--- config.mk ---
export PLATFORM = sky130hd
export DESIGN_NAME = ddfs_lut_ctrl_flat
export DESIGN_NICKNAME = d
export VERILOG_FILES = /design/src/rtl/ddfs_lut_ctrl_if.sv /design/src/rtl/ddfs_lut_ctrl.sv /design/src/flat_wrapper.sv
export SDC_FILE = /design/constraint.sdc
export NUM_CORES = 1
export LEC_CHECK = 0
export CORE_UTILIZATION = 35
export DETAILED_ROUTE_END_ITERATION = 12
export PLACE_DENSITY = 0.57
export SLEW_MARGIN = 20
export SYNTH_ARGS = -nofsm -noshare
export SYNTH_HDL_FRONTEND = slang
export SYNTH_SLANG_ARGS = --single-unit
--- constraint.sdc ---
create_clock -name clk -period 11.95 [get_ports clk]
set_input_delay 3.585 -clock clk [delete_from_list [all_inputs] [get_ports clk]]
set_output_delay 3.585 -clock clk [all_outputs]
set_load 0.02 [all_outputs]
--- src/rtl/ddfs_lut_ctrl_if.sv ---
// Control, tuning-word handshake, LUT port and sample output of the DDFS sine sequencer.
// master = frequency-control / LUT / output side, slave = ddfs_lut_ctrl.
interface ddfs_lut_ctrl_if #(
  parameter int DATA_WIDTH  = 12,
  parameter int ADDR_WIDTH  = 7,
  parameter int PHASE_WIDTH = 24
);
  logic                   start;
  logic                   stop;
  logic [PHASE_WIDTH-1:0] ftw_in;
  logic                   ftw_valid;
  logic                   ftw_ready;
  logic [ADDR_WIDTH-1:0]  lut_addr;
  logic [DATA_WIDTH-1:0]  lut_q;
  logic [DATA_WIDTH:0]    sample_out;
  logic                   sample_valid;
  logic                   period_tick;
  logic                   busy;

  modport master (
    output start, stop, ftw_in, ftw_valid, lut_q,
    input  ftw_ready, lut_addr, sample_out, sample_valid, period_tick, busy
  );
  modport slave (
    input  start, stop, ftw_in, ftw_valid, lut_q,
    output ftw_ready, lut_addr, sample_out, sample_valid, period_tick, busy
  );
endinterface

--- src/rtl/ddfs_lut_ctrl.sv ---
// DDFS quarter-wave LUT sequencer: phase accumulator, 4-quadrant addressing, sign restore.
// Optional DDFS_CTRL_OFFSET_BINARY_EN: emit offset-binary samples (zero = 2^DATA_WIDTH).
module ddfs_lut_ctrl #(
  parameter int                     DATA_WIDTH  = 12,
  parameter int                     ADDR_WIDTH  = 7,
  parameter int                     MAX_LUT     = 85,
  parameter int                     PHASE_WIDTH = 24,
  parameter logic [PHASE_WIDTH-1:0] FTW_RESET   = '0
) (
  input logic            clk,
  input logic            rst,
  ddfs_lut_ctrl_if.slave bus
);

`ifdef DDFS_CTRL_OFFSET_BINARY_EN
  localparam logic [DATA_WIDTH:0] ZERO_CODE = {1'b1, {DATA_WIDTH{1'b0}}};
`else
  localparam logic [DATA_WIDTH:0] ZERO_CODE = '0;
`endif
  localparam logic [ADDR_WIDTH-1:0] K_LAST = ADDR_WIDTH'(MAX_LUT - 1);
  localparam logic [ADDR_WIDTH-1:0] A_MAX  = ADDR_WIDTH'(MAX_LUT);

  typedef enum logic [1:0] {S_IDLE, S_RUN, S_STOPPING} state_e;

  state_e                 state_q, state_d;
  logic [PHASE_WIDTH-1:0] acc_q, acc_d, ftw_q, ftw_d, pend_q, pend_d;
  logic                   pend_vld_q, pend_vld_d;
  logic [ADDR_WIDTH-1:0]  k_q, k_d, addr_q, addr_d;
  logic [1:0]             quad_q, quad_d;
  logic [2:1]             vld_pipe_q, neg_pipe_q;
  logic                   tick_q, tick_d;
  logic [DATA_WIDTH:0]    samp_q, samp_d, mag;
  logic                   svld_q;
  logic [PHASE_WIDTH:0]   acc_sum;
  logic                   carry, at_origin, ftw_take, issue;

  assign acc_sum   = {1'b0, acc_q} + {1'b0, ftw_q};
  assign carry     = acc_sum[PHASE_WIDTH];
  assign at_origin = (quad_q == 2'd0) && (k_q == '0);
  assign ftw_take  = bus.ftw_valid && !pend_vld_q;

  always_comb begin
    state_d    = state_q;
    acc_d      = acc_q;
    ftw_d      = ftw_q;
    pend_d     = pend_q;
    pend_vld_d = pend_vld_q;
    k_d        = k_q;
    quad_d     = quad_q;
    addr_d     = addr_q;
    issue      = 1'b0;
    tick_d     = 1'b0;
    case (state_q)
      S_IDLE: begin
        // A word still pending from the last run is applied before new ones are taken
        if (pend_vld_q) begin
          ftw_d      = pend_q;
          pend_vld_d = 1'b0;
        end else if (ftw_take) begin
          ftw_d = bus.ftw_in;
        end
        if (bus.start && !bus.stop) begin
          state_d = S_RUN;
          acc_d   = '0;
          k_d     = '0;
          quad_d  = 2'd0;
        end
      end
      default: begin
        acc_d = acc_sum[PHASE_WIDTH-1:0];
        if (ftw_take) begin
          pend_d     = bus.ftw_in;
          pend_vld_d = 1'b1;
        end
        if (state_q == S_RUN && bus.stop) state_d = S_STOPPING;
        if (state_q == S_STOPPING && ftw_q == '0) state_d = S_IDLE;
        if (carry) begin
          if (state_q == S_STOPPING && at_origin) begin
            state_d = S_IDLE;
          end else begin
            issue  = 1'b1;
            tick_d = at_origin;
            addr_d = quad_q[0] ? A_MAX - k_q : k_q;
            if (k_q == K_LAST) begin
              k_d    = '0;
              quad_d = quad_q + 2'd1;
            end else begin
              k_d = k_q + ADDR_WIDTH'(1);
            end
          end
          // Rate changes only at the period boundary so the waveform stays continuous
          if (at_origin && pend_vld_q) begin
            ftw_d      = pend_q;
            pend_vld_d = 1'b0;
          end
        end
      end
    endcase
  end

  // Lower half-wave: negate the LUT magnitude once it emerges from the LUT register
  assign mag    = {1'b0, bus.lut_q};
  assign samp_d = (neg_pipe_q[2] ? -mag : mag) + ZERO_CODE;

  always_ff @(posedge clk or posedge rst) begin
    if (rst) begin
      state_q    <= S_IDLE;
      acc_q      <= '0;
      ftw_q      <= FTW_RESET;
      pend_q     <= '0;
      pend_vld_q <= 1'b0;
      k_q        <= '0;
      quad_q     <= 2'd0;
      addr_q     <= '0;
      vld_pipe_q <= '0;
      neg_pipe_q <= '0;
      tick_q     <= 1'b0;
      samp_q     <= ZERO_CODE;
      svld_q     <= 1'b0;
    end else begin
      state_q    <= state_d;
      acc_q      <= acc_d;
      ftw_q      <= ftw_d;
      pend_q     <= pend_d;
      pend_vld_q <= pend_vld_d;
      k_q        <= k_d;
      quad_q     <= quad_d;
      addr_q     <= addr_d;
      vld_pipe_q <= {vld_pipe_q[1], issue};
      neg_pipe_q <= {neg_pipe_q[1], quad_q[1]};
      tick_q     <= tick_d;
      svld_q     <= vld_pipe_q[2];
      if (vld_pipe_q[2]) samp_q <= samp_d;
    end
  end

  assign bus.lut_addr     = addr_q;
  assign bus.period_tick  = tick_q;
  assign bus.sample_valid = svld_q;
  assign bus.sample_out   = samp_q;
  assign bus.ftw_ready    = !pend_vld_q;
  assign bus.busy         = (state_q != S_IDLE) || (|vld_pipe_q);

endmodule
--- src/flat_wrapper.sv ---
// flat-port wrapper written by rule: the top's interface ports become plain ports
module ddfs_lut_ctrl_flat 
#(
  parameter int                     DATA_WIDTH  = 12,
  parameter int                     ADDR_WIDTH  = 7,
  parameter int                     MAX_LUT     = 85,
  parameter int                     PHASE_WIDTH = 24,
  parameter logic [PHASE_WIDTH-1:0] FTW_RESET   = '0
)
  (clk, rst, bus_start, bus_stop, bus_ftw_in, bus_ftw_valid, bus_lut_q, bus_ftw_ready, bus_lut_addr, bus_sample_out, bus_sample_valid, bus_period_tick, bus_busy);
  ddfs_lut_ctrl_if #(.DATA_WIDTH(DATA_WIDTH), .ADDR_WIDTH(ADDR_WIDTH), .PHASE_WIDTH(PHASE_WIDTH)) bus_i ();
  input logic clk;
  input logic rst;
  input wire logic [$bits(bus_i.start)-1:0] bus_start;
  input wire logic [$bits(bus_i.stop)-1:0] bus_stop;
  input wire logic [$bits(bus_i.ftw_in)-1:0] bus_ftw_in;
  input wire logic [$bits(bus_i.ftw_valid)-1:0] bus_ftw_valid;
  input wire logic [$bits(bus_i.lut_q)-1:0] bus_lut_q;
  output wire logic [$bits(bus_i.ftw_ready)-1:0] bus_ftw_ready;
  output wire logic [$bits(bus_i.lut_addr)-1:0] bus_lut_addr;
  output wire logic [$bits(bus_i.sample_out)-1:0] bus_sample_out;
  output wire logic [$bits(bus_i.sample_valid)-1:0] bus_sample_valid;
  output wire logic [$bits(bus_i.period_tick)-1:0] bus_period_tick;
  output wire logic [$bits(bus_i.busy)-1:0] bus_busy;
  assign bus_i.start = bus_start;
  assign bus_i.stop = bus_stop;
  assign bus_i.ftw_in = bus_ftw_in;
  assign bus_i.ftw_valid = bus_ftw_valid;
  assign bus_i.lut_q = bus_lut_q;
  assign bus_ftw_ready = bus_i.ftw_ready;
  assign bus_lut_addr = bus_i.lut_addr;
  assign bus_sample_out = bus_i.sample_out;
  assign bus_sample_valid = bus_i.sample_valid;
  assign bus_period_tick = bus_i.period_tick;
  assign bus_busy = bus_i.busy;
  ddfs_lut_ctrl #(.DATA_WIDTH(DATA_WIDTH), .ADDR_WIDTH(ADDR_WIDTH), .MAX_LUT(MAX_LUT), .PHASE_WIDTH(PHASE_WIDTH), .FTW_RESET(FTW_RESET)) u_core (.clk(clk), .rst(rst), .bus(bus_i));
endmodule
==> results of run 1 <==
-- where the power goes --
| group | internal (mW) | switching (mW) | leakage (nW) | total, mW |
|---|---|---|---|---|
| clock | 0.149 | 0.147 | 0.133 | 0.296 |
| sequential | 0.555 | 0.165 | 1.31 | 0.720 |
| combinational | 0.519 | 0.606 | 1.56 | 1.12 |
-- cell type report --
| type | instances | area (µm²) |
|---|---|---|
| Clock buffer | 11 | 243 |
| Clock inverter | 5 | 41.3 |
| Fill cell | 1778 | 10400 |
| Inverter | 15 | 58.8 |
| Multi-Input combinational cell | 500 | 3410 |
| Sequential cell | 110 | 2750 |
| Tap cell | 229 | 287 |
| Timing Repair Buffer | 68 | 671 |
-- stage by stage --
stage / hold WS, ps / std cells / total power, mW / utilization
global placement: 336 / 922 / 1.80 / 0.401
detailed placement: 340 / 922 / 1.84 / 0.401
CTS: 358 / 938 / 2.14 / 0.417
global route: 370 / 938 / 2.32 / 0.417
floorplan: 331 / 666 / 1.54 / -
finish: 355 / 938 / 2.14 / 0.417
-- cell families (layout without fill, tap and decap cells) --
kind of cell | count (synthesis) | in the layout
AO/OA/AOI/OAI | 169 | 169
multiplexers | 32 | 32
buffers and inverters | 56 | 99
adder cells (fa/ha/maj) | 31 | 31
flip-flops | 110 | 110
XOR/XNOR | 31 | 31
AND/OR/NAND/NOR | 237 | 237
-- worst max-delay path, stage by stage (launching register included) --
cell                              delay (ps)
sky130_fd_sc_hd__dfrtp_1                 490
sky130_fd_sc_hd__or2_2                   500
sky130_fd_sc_hd__or3_1                   380
sky130_fd_sc_hd__clkdlybuf4s50_1         550
-- flip-flops by register name (all words and copies together) (netlist names) --
| signal | cells |
|---|---|
| u_core.neg_pipe_q | 2 |
| u_core.bus.period_tick | 1 |
| u_core.state_q | 2 |
| u_core.ftw_q | 24 |
| u_core.acc_q | 24 |
| u_core.quad_q | 2 |
| u_core.vld_pipe_q | 2 |
| u_core.k_q | 7 |
| u_core.pend_vld_q | 1 |
| u_core.bus.lut_addr | 7 |
| u_core.pend_q | 24 |
| u_core.bus.sample_valid | 1 |
| u_core.bus.sample_out | 13 |
-- cells in the mapped netlist, types with 9 or more instances --
| cell type | instances |
|---|---|
| sky130_fd_sc_hd__or3_1 | 9 |
| sky130_fd_sc_hd__o21ai_0 | 42 |
| sky130_fd_sc_hd__nor2_1 | 40 |
| sky130_fd_sc_hd__inv_1 | 14 |
| sky130_fd_sc_hd__nand2_1 | 65 |
| sky130_fd_sc_hd__ha_1 | 30 |
| sky130_fd_sc_hd__a21oi_1 | 44 |
| sky130_fd_sc_hd__mux2_2 | 27 |
| sky130_fd_sc_hd__xor2_1 | 22 |
| sky130_fd_sc_hd__nand3_1 | 71 |
| sky130_fd_sc_hd__dfrtp_1 | 110 |
| sky130_fd_sc_hd__o221a_2 | 22 |
| sky130_fd_sc_hd__clkbuf_1 | 32 |
| sky130_fd_sc_hd__nor4_1 | 9 |
| sky130_fd_sc_hd__a21o_1 | 10 |
| sky130_fd_sc_hd__xnor2_1 | 9 |
-- worst max path at each step --
stage	startpoint	end	slack, ps	cells past startpoint
floorplan	rst	u_core.acc_q[0]	5460	1
global placement	bus_ftw_valid	u_core.pend_q[14]	6030	4
detailed placement	bus_ftw_valid	u_core.ftw_q[11]	6370	6
CTS	u_core.state_q[0]	bus_busy	6060	3
global route	u_core.state_q[0]	bus_busy	6000	3
finish	u_core.state_q[0]	bus_busy	6090	3
-- layer usage --
layer | vias up | part of all wire
met2 | 111 | 0.46
met1 | 2593 | 0.49
met3 | 13 | 0.039
met4 | 0 | 0.011
met5 | - | 0
li1 | 2532 | -
==> impl_summary.txt, run 1 <==
----------------------------------------------------
[Synthesis]
  Top cell type's share of synthesized area ... 0.431
  Combinational family with the most area after synthesis ... compound AO/OA/AOI/OAI gates
  Cell Area, Synth ... 6380 µm²
  Number of nets in the synthesized netlist ... 738
  Main synth FF type ... sky130_fd_sc_hd__dfrtp_1
  Top post-synthesis cells by area ... sky130_fd_sc_hd__dfrtp_1 (43%), sky130_fd_sc_hd__ha_1 (5.9%), sky130_fd_sc_hd__nand3_1 (5.6%)
  Simple-gate share of the synthesized area ... 0.181
  Seq cells post-synth ... 110
  Post-synthesis sequential area ratio ... 0.431
  Mean cell area of the mapped netlist ... 9.58 µm²
  Distinct cells, synth ... 63
  Share of synthesized area spent on multiplexers ... 0.0555
  Number of synthesis warnings ... 0
  Share of the synthesized area in compound gates (AO/OA/AOI/OAI) ... 0.192
  Share of synthesized registers carrying an async set or reset ... 1.00
  Synth Area in Adders ... 0.0619
  Number of standard cells after synthesis ... 666
  Number of enable flip-flop cells after synthesis ... 0
  Largest area contributor in the netlist ... sky130_fd_sc_hd__dfrtp_1
  Synth Area in XOR/XNOR ... 0.0425

[Layout]
  Most frequent cells in the layout ... sky130_fd_sc_hd__dfrtp_1 (110), sky130_fd_sc_hd__nand3_1 (71), sky130_fd_sc_hd__nand2_1 (65)
  Area delta synth->final ... 16.9%
  Fraction of layout instances using a drive strength above 1 ... 0.124
  Post-route cell area ... 7460 µm²
  Leading cell type in the layout, fill and taps excluded ... sky130_fd_sc_hd__dfrtp_1
  Final layout net count ... 776
  Diodes inserted ... 0

[Die]
  Die outline width ... 137 µm
  Row count ... 49
  Die height ... 137 µm
  I/O Pins ... 65
  Effective utilization at floorplan ... 0.357
  Area of the core ... between 15000 and 20000 µm²
  Total Die Area ... between 15000 and 20000 µm²

[Outcome]
  Failing checks ... design-rule violations
  Outcome ... finished, violations left

[Clocking]
  Clk buf depth ... 2
  TritonCTS clock tree ... built
  PostCTS Resize Cnt ... 0
  Deepest level of the CTS H-tree ... 3
  Clock transition at the registers of the reported paths ... 70 ps
  Number of post-CTS setup repair buffers ... 0
  Total CTS buffers ... 9
  Sinks on the clock net ... 110
  Clock network latency to the later pin of the worst-skew pair ... 360 ps
  Root Buffer ... sky130_fd_sc_hd__clkbuf_16
  Count of hold-fix buffers inserted at cts ... 0

[STA]
  Transition time at the pin with the least slew margin ... 1140 ps
  Period minus WS final ... 5860 ps
  Hold violation total from the final report ... 0
  Normalized max-slew margin ... 0.238
  Final Skew ... 11.7 ps
  Maximum clock frequency ... between 0.15 and 0.2 GHz
  Post-route setup slack ... 6090 ps
  Unrepaired setup endpoints after global routing ... false
  Final-layout setup total negative slack ... 0 ps
  Number of pins exceeding their max-slew limit in the final report ... 0
  Setup violators final ... 0
  Final period utilization ... 0.490

[Global route]
  Pin count of the biggest net entering global routing ... 57
  Wire length of the first global-routing pass ... around 26 mm
  Global-route usage over all layers ... 0.178
  Met2 track utilization from global routing ... 0.276
  Met1 Resource Use GR ... 0.250
  Most utilized layer in the global route result ... met2
  Number of antenna violations at the first check in global routing ... 0
  Number of global-route vias before repair ... 5094
  Residual overflow from global routing ... 0
  Met3 Use GR ... 0.0322

[Critical path]
  Data required time of the critical path ... 8370 ps
  Type of origin of the critical path ... register
  Worst R2R Setup Slack ... 8270 ps
  Worst Path Class, Setup ... reg -> out
  Worst flop-to-flop path endpoint ... u_core.ftw_q[1]
  R2r startpoint ... u_core.ftw_q[0]
  Logic depth of the worst register-to-register path ... 9
  Biggest fanout along the worst timing path ... 17
  Data arrival time of the worst path ... 2270 ps
  Endpoint class of the critical path ... output port

[Detailed routing]
  Post-Route WL ... between 15 and 20 mm
  DR pass1 iterations ... 8
  Remaining antenna violation count ... 0
  Detail-routed via count per cell ... between 5 and 6
  Vias ... 5249
  DRC ... 1
  Number of DRC markers after the initial detailed-route iteration ... 325
  Average detailed-routed wire length per instance ... 16.9 µm

[Min path]
  Source of the worst hold timing path ... u_core.neg_pipe_q[1]
  Hold Path Sink ... u_core.neg_pipe_q[2]
  Hold-critical path depth ... 0
  Path category of the worst min-delay check ... reg -> reg

[Power and ir drop]
  Static Leak ... 2.99 nW
  Power density over the cells ... 287 nW/µm²
  Highest ir drop seen on vdd ... 0.0979 mV

[Placed design]
  Post-placement cell area ... 7170 µm²
  Post-Place Worst Slack ... 6370 ps
  Final RePlAce weighted congestion ... between 0.8 and 0.9
  Port Buffer Count ... 64
  Hpwl dp ... 11.1 mm

[Flow run]
  Max-cap viol count ... 0

----------------------------------------------------
Note: power is estimated with default switching activity, not from simulation.
==> inputs of run 2 (changes only) <==
==> constraint.sdc (replaced) <==
create_clock -name clk -period 5.8 [get_ports clk]
set_input_delay 1.74 -clock clk [delete_from_list [all_inputs] [get_ports clk]]
set_output_delay 1.74 -clock clk [all_outputs]
set_load 0.02 [all_outputs]
==> run 2 against run 1 <==
Clock power grew 110%. Non-clock buffer count grew 3. Global-route usage grew 0.21 points. The flow still finishes with violations (design-rule violations). Sequential share of layout area shrank 0.18 points. Critical path depth is the same. Flip-flop and latch count is the same. Via count shrank 0.21%. Largest cell class unchanged.
==> impl_summary.txt, run 2 (synthesis results as in run 1) <==
----------------------------------------------------
[Critical path]
  Worst Path Class, Setup ... reg -> out
  Worst flop-to-flop path endpoint ... u_core.ftw_q[14]
  R2r startpoint ... u_core.ftw_q[0]
  Data arrival time of the worst path ... between 2000 and 2500 ps
  Cell breakdown of the critical path ... or2_2 > or3_1 > clkdlybuf4s50_1
  Worst R2R Setup Slack ... approximately 2100 ps
  Cell with the largest stage delay on the worst path ... sky130_fd_sc_hd__clkdlybuf4s50_1
  Logic depth of the worst register-to-register path ... 9
  Biggest fanout along the worst timing path ... 17
  Max incr delay on CP ... 550 ps
  Type of origin of the critical path ... register
  Data required time of the critical path ... 4060 ps
  Endpoint class of the critical path ... output port

[STA]
  Setup violators final ... 0
  Final Skew ... 7.18 ps
  Final-layout setup total negative slack ... 0 ps
  Transition time at the pin with the least slew margin ... 943 ps
  Maximum clock frequency ... 0.249 GHz
  Period minus WS final ... 4020 ps
  Worst Hold Slack ... 356 ps
  Number of pins exceeding their max-slew limit in the final report ... 0
  Unrepaired setup endpoints after global routing ... false
  Post-route setup slack ... between 1500 and 2000 ps
  Normalized max-slew margin ... 0.370
  Hold violation total from the final report ... 0
  Final period utilization ... 0.693

[Detailed routing]
  DRC ... 1
  Number of DRC markers after the initial detailed-route iteration ... 285
  Vias ... roughly 5200
  Detail-routed via count per cell ... approximately 5.6
  DR pass1 iterations ... 9
  Post-Route WL ... around 16 mm
  Remaining antenna violation count ... 0
  Average detailed-routed wire length per instance ... 16.7 µm

[Global route]
  Residual overflow from global routing ... 0
  Wire length of the first global-routing pass ... 26.6 mm
  Number of antenna violations at the first check in global routing ... 0
  Global-route usage over all layers ... 0.180
  Number of global-route vias before repair ... between 5000 and 6000
  Pin count of the biggest net entering global routing ... 50

[Die]
  I/O Pins ... 65
  Die height ... 137 µm
  Die outline width ... 137 µm
  Area of the core ... 17900 µm²
  Row count ... 49
  Effective utilization at floorplan ... 0.357
  Total Die Area ... 18800 µm²

[Power and ir drop]
  Highest ir drop seen on vdd ... 0.207 mV
  Power density over the cells ... ~590 nW/µm²
  Static Leak ... 3.01 nW

[Layout]
  Final layout net count ... just under 800
  Largest regs ... u_core.acc_q x24, u_core.ftw_q x24, u_core.pend_q x24
  Final design utilization ... 0.419
  Fill count ... 1752
  Area occupied by multi-input gates ... 3410 µm²
  Most frequent cells in the layout ... sky130_fd_sc_hd__dfrtp_1 (110), sky130_fd_sc_hd__nand3_1 (71), sky130_fd_sc_hd__nand2_1 (65)
  Fraction of layout instances using a drive strength above 1 ... 0.128
  Leading cell type in the layout, fill and taps excluded ... sky130_fd_sc_hd__dfrtp_1
  Area delta synth->final ... 17.4%
  Area used by sequential logic in the layout ... 2750 µm²
  Diodes inserted ... 0

[Placed design]
  Port Buffer Count ... 64
  Post-Place Worst Slack ... 1920 ps
  Final RePlAce weighted congestion ... about 0.86
  Hpwl dp ... 11.2 mm

[Clocking]
  Number of post-CTS setup repair buffers ... 0
  Sinks on the clock net ... 110
  Clock network latency to the later pin of the worst-skew pair ... ~360 ps
  Clock transition at the registers of the reported paths ... about 70 ps
  Count of hold-fix buffers inserted at cts ... 0
  Clk buf depth ... 2
  Deepest level of the CTS H-tree ... 3
  TritonCTS clock tree ... built
  Total CTS buffers ... 9
  Root Buffer ... sky130_fd_sc_hd__clkbuf_16
  PostCTS Resize Cnt ... 0

[Min path]
  Hold Path Sink ... u_core.neg_pipe_q[2]
  Source of the worst hold timing path ... u_core.neg_pipe_q[1]
  Path category of the worst min-delay check ... reg -> reg
  Hold-critical path depth ... 0

[Flow run]
  Max-cap viol count ... 0

[Outcome]
  Outcome ... finished, violations left
  Failing checks ... design-rule violations

----------------------------------------------------
[run 2: area by class of cell]
cell class	count	share of cell area
clock inverters	6	0.00718
multi-input cells	500	0.455
flip-flops and latches	110	0.367
inverters	15	0.00785
repair buffers	71	0.0925
well taps	229	0.0382
clock buffers	10	0.0319
[run 2: worst max-delay path by stage]
| stage | endpoint | depth (start not counted) | from |
|---|---|---|---|
| floorplan | u_core.acc_q[0] | 1 | rst |
| global placement | u_core.pend_q[20] | 4 | bus_ftw_valid |
| detailed placement | u_core.pend_q[12] | 4 | bus_ftw_valid |
| CTS | bus_busy | 3 | u_core.state_q[0] |
| global route | bus_busy | 3 | u_core.state_q[0] |
| finish | bus_busy | 3 | u_core.state_q[0] |
[run 2: routing by layer]
metal  vias to the layer above  GRT usage  routed length, µm
li1                       2525          -                  -
met1                      2599      0.240               7460
met2                        95      0.297               7540
met3                        19     0.0281                485
met4                         0     0.0611                268
met5                         -          0                  0
[run 2: stage by stage]
step	std cells	cell area, µm²	total power [mW]
2_1_floorplan	666	6380	3.18
3_3_place_gp	925	7200	3.71
3_5_place_dp	925	7200	3.78
4_1_cts	941	7490	4.42
5_1_grt	941	7500	4.79
6_report	941	7500	4.39
[run 2: worst max-delay path, delay by kind of cell (launching register included)]
| family | cells | cell delay (ps) |
|---|---|---|
| flops | 1 | 490 |
| buf+inv | 1 | 550 |
| simple gates | 2 | 880 |
[run 2: power by group]
group,switching (mW),total [mW],internal (mW)
sequential,0.346,1.49,1.14
clock,0.305,0.616,0.310
combinational,1.22,2.29,1.07
total,1.87,4.39,2.52
==> inputs of run 3 (changes only) <==
--- a/config.mk
+++ b/config.mk
@@ -7,7 +7,7 @@
 export LEC_CHECK = 0
 export CORE_UTILIZATION = 35
 export DETAILED_ROUTE_END_ITERATION = 12
-export PLACE_DENSITY = 0.57
+export PLACE_DENSITY = 0.58
 export SLEW_MARGIN = 20
 export SYNTH_ARGS = -nofsm -noshare
 export SYNTH_HDL_FRONTEND = slang
==> constraint.sdc (replaced) <==
create_clock -name clk -period 3.55 [get_ports clk]
set_input_delay 1.065 -clock clk [delete_from_list [all_inputs] [get_ports clk]]
set_output_delay 1.065 -clock clk [all_outputs]
set_load 0.02 [all_outputs]
==> run 3 against run 2 <==
The flow still finishes with violations (design-rule violations). Final cell count rose by 0.64%. Total power increased by 66%. Clock skew rose by 2.3 ps. Clock-buffer cell count stayed put. Critical path depth did not move. Core utilization increased by 0.36 points. Wire length increased by 3.4%. Sequential power increased by 60%. Sequential share of layout area fell by 0.32 points. Critical endpoint unchanged. Largest power group unchanged. Highest routed layer unchanged.
==> impl_summary.txt, run 3 (synthesis results as in run 1) <==
----------------------------------------------------
[Outcome]
  Outcome ... finished, violations left
  Failing checks ... design-rule violations

[Critical path]
  Type of origin of the critical path ... register
  Worst Path Class, Setup ... reg -> out
  Endpoint class of the critical path ... output port
  Biggest fanout along the worst timing path ... 17
  Data arrival time of the worst path ... approximately 2300 ps
  Data required time of the critical path ... approximately 2500 ps

[Die]
  Effective utilization at floorplan ... 0.357
  Die outline width ... 137 µm
  Area of the core ... 17900 µm²
  I/O Pins ... 65
  Total Die Area ... around 19000 µm²
  Die height ... 137 µm
  Row count ... just under 50

[Clocking]
  Deepest level of the CTS H-tree ... 3
  Sinks on the clock net ... 110
  Clk buf depth ... 2
  Total CTS buffers ... 9
  Count of hold-fix buffers inserted at cts ... 0
  PostCTS Resize Cnt ... 0
  Clock network latency to the later pin of the worst-skew pair ... 360 ps
  Number of post-CTS setup repair buffers ... 0
  Root Buffer ... sky130_fd_sc_hd__clkbuf_16
  TritonCTS clock tree ... built
  Clock transition at the registers of the reported paths ... 70 ps

[STA]
  Setup violators final ... 0
  Maximum clock frequency ... slightly above 0.3 GHz
  Final Skew ... approximately 9.5 ps
  Worst Hold Slack ... roughly 350 ps
  Final-layout setup total negative slack ... 0 ps
  Period minus WS final ... 3320 ps
  Number of pins exceeding their max-slew limit in the final report ... 0
  Unrepaired setup endpoints after global routing ... false
  Transition time at the pin with the least slew margin ... 787 ps
  Normalized max-slew margin ... 0.475
  Final period utilization ... 0.934
  Hold violation total from the final report ... 0

[Detailed routing]
  Post-Route WL ... 16.3 mm
  Average detailed-routed wire length per instance ... 17.2 µm
  Uppermost routed layer ... met4
  Number of DRC markers after the initial detailed-route iteration ... 300
  Vias ... around 5200
  Detail-routed via count per cell ... 5.51
  Sum of met3 wire segment lengths after detailed routing ... 598 µm
  Remaining antenna violation count ... 0
  DR pass1 iterations ... 9
  DRC ... 1
  Detailed-routed wire length on met2 ... about 7.7 mm
  Met1 wire length ... between 7 and 8 mm

[Min path]
  Path category of the worst min-delay check ... reg -> reg

[Global route]
  Pin count of the biggest net entering global routing ... 111
  Number of global-route vias before repair ... between 5000 and 6000
  Wire length of the first global-routing pass ... ~27 mm
  Global-route usage over all layers ... 0.184
  Number of antenna violations at the first check in global routing ... 0
  Residual overflow from global routing ... 0

[Layout]
  Area occupied by multi-input gates ... 3400 µm²
  Area delta synth->final ... 18.5%
  Leading cell type in the layout, fill and taps excluded ... sky130_fd_sc_hd__dfrtp_1
  Largest regs ... u_core.acc_q x24, u_core.ftw_q x24, u_core.pend_q x24
  Fraction of layout instances using a drive strength above 1 ... 0.135
  Final cell count without fillers ... 947
  Most frequent cells in the layout ... sky130_fd_sc_hd__dfrtp_1 (110), sky130_fd_sc_hd__nand3_1 (71), sky130_fd_sc_hd__nand2_1 (65)
  Diodes inserted ... 0
  Area used by sequential logic in the layout ... 2750 µm²
  Final design utilization ... 0.422
  Final layout net count ... 785
  Fill count ... 1727

[Power and ir drop]
  Static Leak ... 3.05 nW
  Power density over the cells ... 962 nW/µm²
  Comb power frac ... 0.526
  Cell internal pwr ... 4.20 mW
  NetSw ... 3.07 mW
  Share of power burned in the clock network ... 0.146
  Sequential share of power ... 0.328
  Switching power as a share of total power ... 0.423
  Highest ir drop seen on vdd ... 0.354 mV

[Placed design]
  Placed cells ... slightly above 900
  Port Buffer Count ... 64
  Final RePlAce weighted congestion ... 0.885
  Hpwl dp ... 11.2 mm

[Flow run]
  Max-cap viol count ... 0

----------------------------------------------------
-- run 3: cell count changes in the layout (fill, tap and decap cells not counted), sizes merged --
cell / before / now
inv: 16 / 15
bufinv: 0 / 1
buf: 7 / 13
-- run 3: final timing paths --
path                                           start              endpoint  slack (ps)  depth (start not counted)
worst max-delay path               u_core.state_q[0]              bus_busy         230                          3
worst min-delay path            u_core.neg_pipe_q[1]  u_core.neg_pipe_q[2]         350                          0
worst max register to register       u_core.ftw_q[0]       u_core.ftw_q[3]         340                         11
worst min register to register  u_core.neg_pipe_q[1]  u_core.neg_pipe_q[2]         350                          0
max in group asynchronous                        rst         u_core.k_q[6]        1860                          3
min in group asynchronous                        rst      u_core.pend_q[1]        1230                          3
-- run 3: final cells by class --
type	count	share of cell area
clock inverters	6	0.00894
multi-input cells	500	0.450
inverters	15	0.00794
repair buffers	77	0.0993
well taps	229	0.0379
clock buffers	10	0.0316
flip-flops and latches	110	0.364
-- run 3: power by group through the flow --
stage | registers (mW) | clock network, mW | logic, mW
6_report | 2.39 | 1.06 | 3.83
3_3_place_gp | 2.38 | 0 | 3.72
3_5_place_dp | 2.40 | 0 | 3.81
4_1_cts | 2.38 | 1.09 | 3.83
2_1_floorplan | 2.33 | 0 | 2.87
5_1_grt | 2.47 | 1.13 | 4.27
-- run 3: routing by layer --
metal | track usage | vias to the layer above
met4 | 0.0574 | 0
met2 | 0.297 | 110
met3 | 0.0270 | 14
li1 | - | 2545
met1 | 0.252 | 2551
met5 | 0 | -
-- run 3: stage by stage --
| step | total power [mW] | area (µm²) | worst slack [ps] |
|---|---|---|---|
| floorplan | 5.20 | 6390 | 729 |
| global placement | 6.10 | 7250 | 453 |
| detailed placement | 6.21 | 7250 | 367 |
| CTS | 7.30 | 7560 | 222 |
| global route | 7.87 | 7560 | 161 |
| finish | 7.27 | 7560 | 235 |
-- run 3: worst max-delay path, stage by stage, from the launching register on --
cell and delay, ps:
sky130_fd_sc_hd__dfrtp_1 480, sky130_fd_sc_hd__or2_2 500, sky130_fd_sc_hd__or3_1 370, sky130_fd_sc_hd__clkdlybuf4s50_1 550
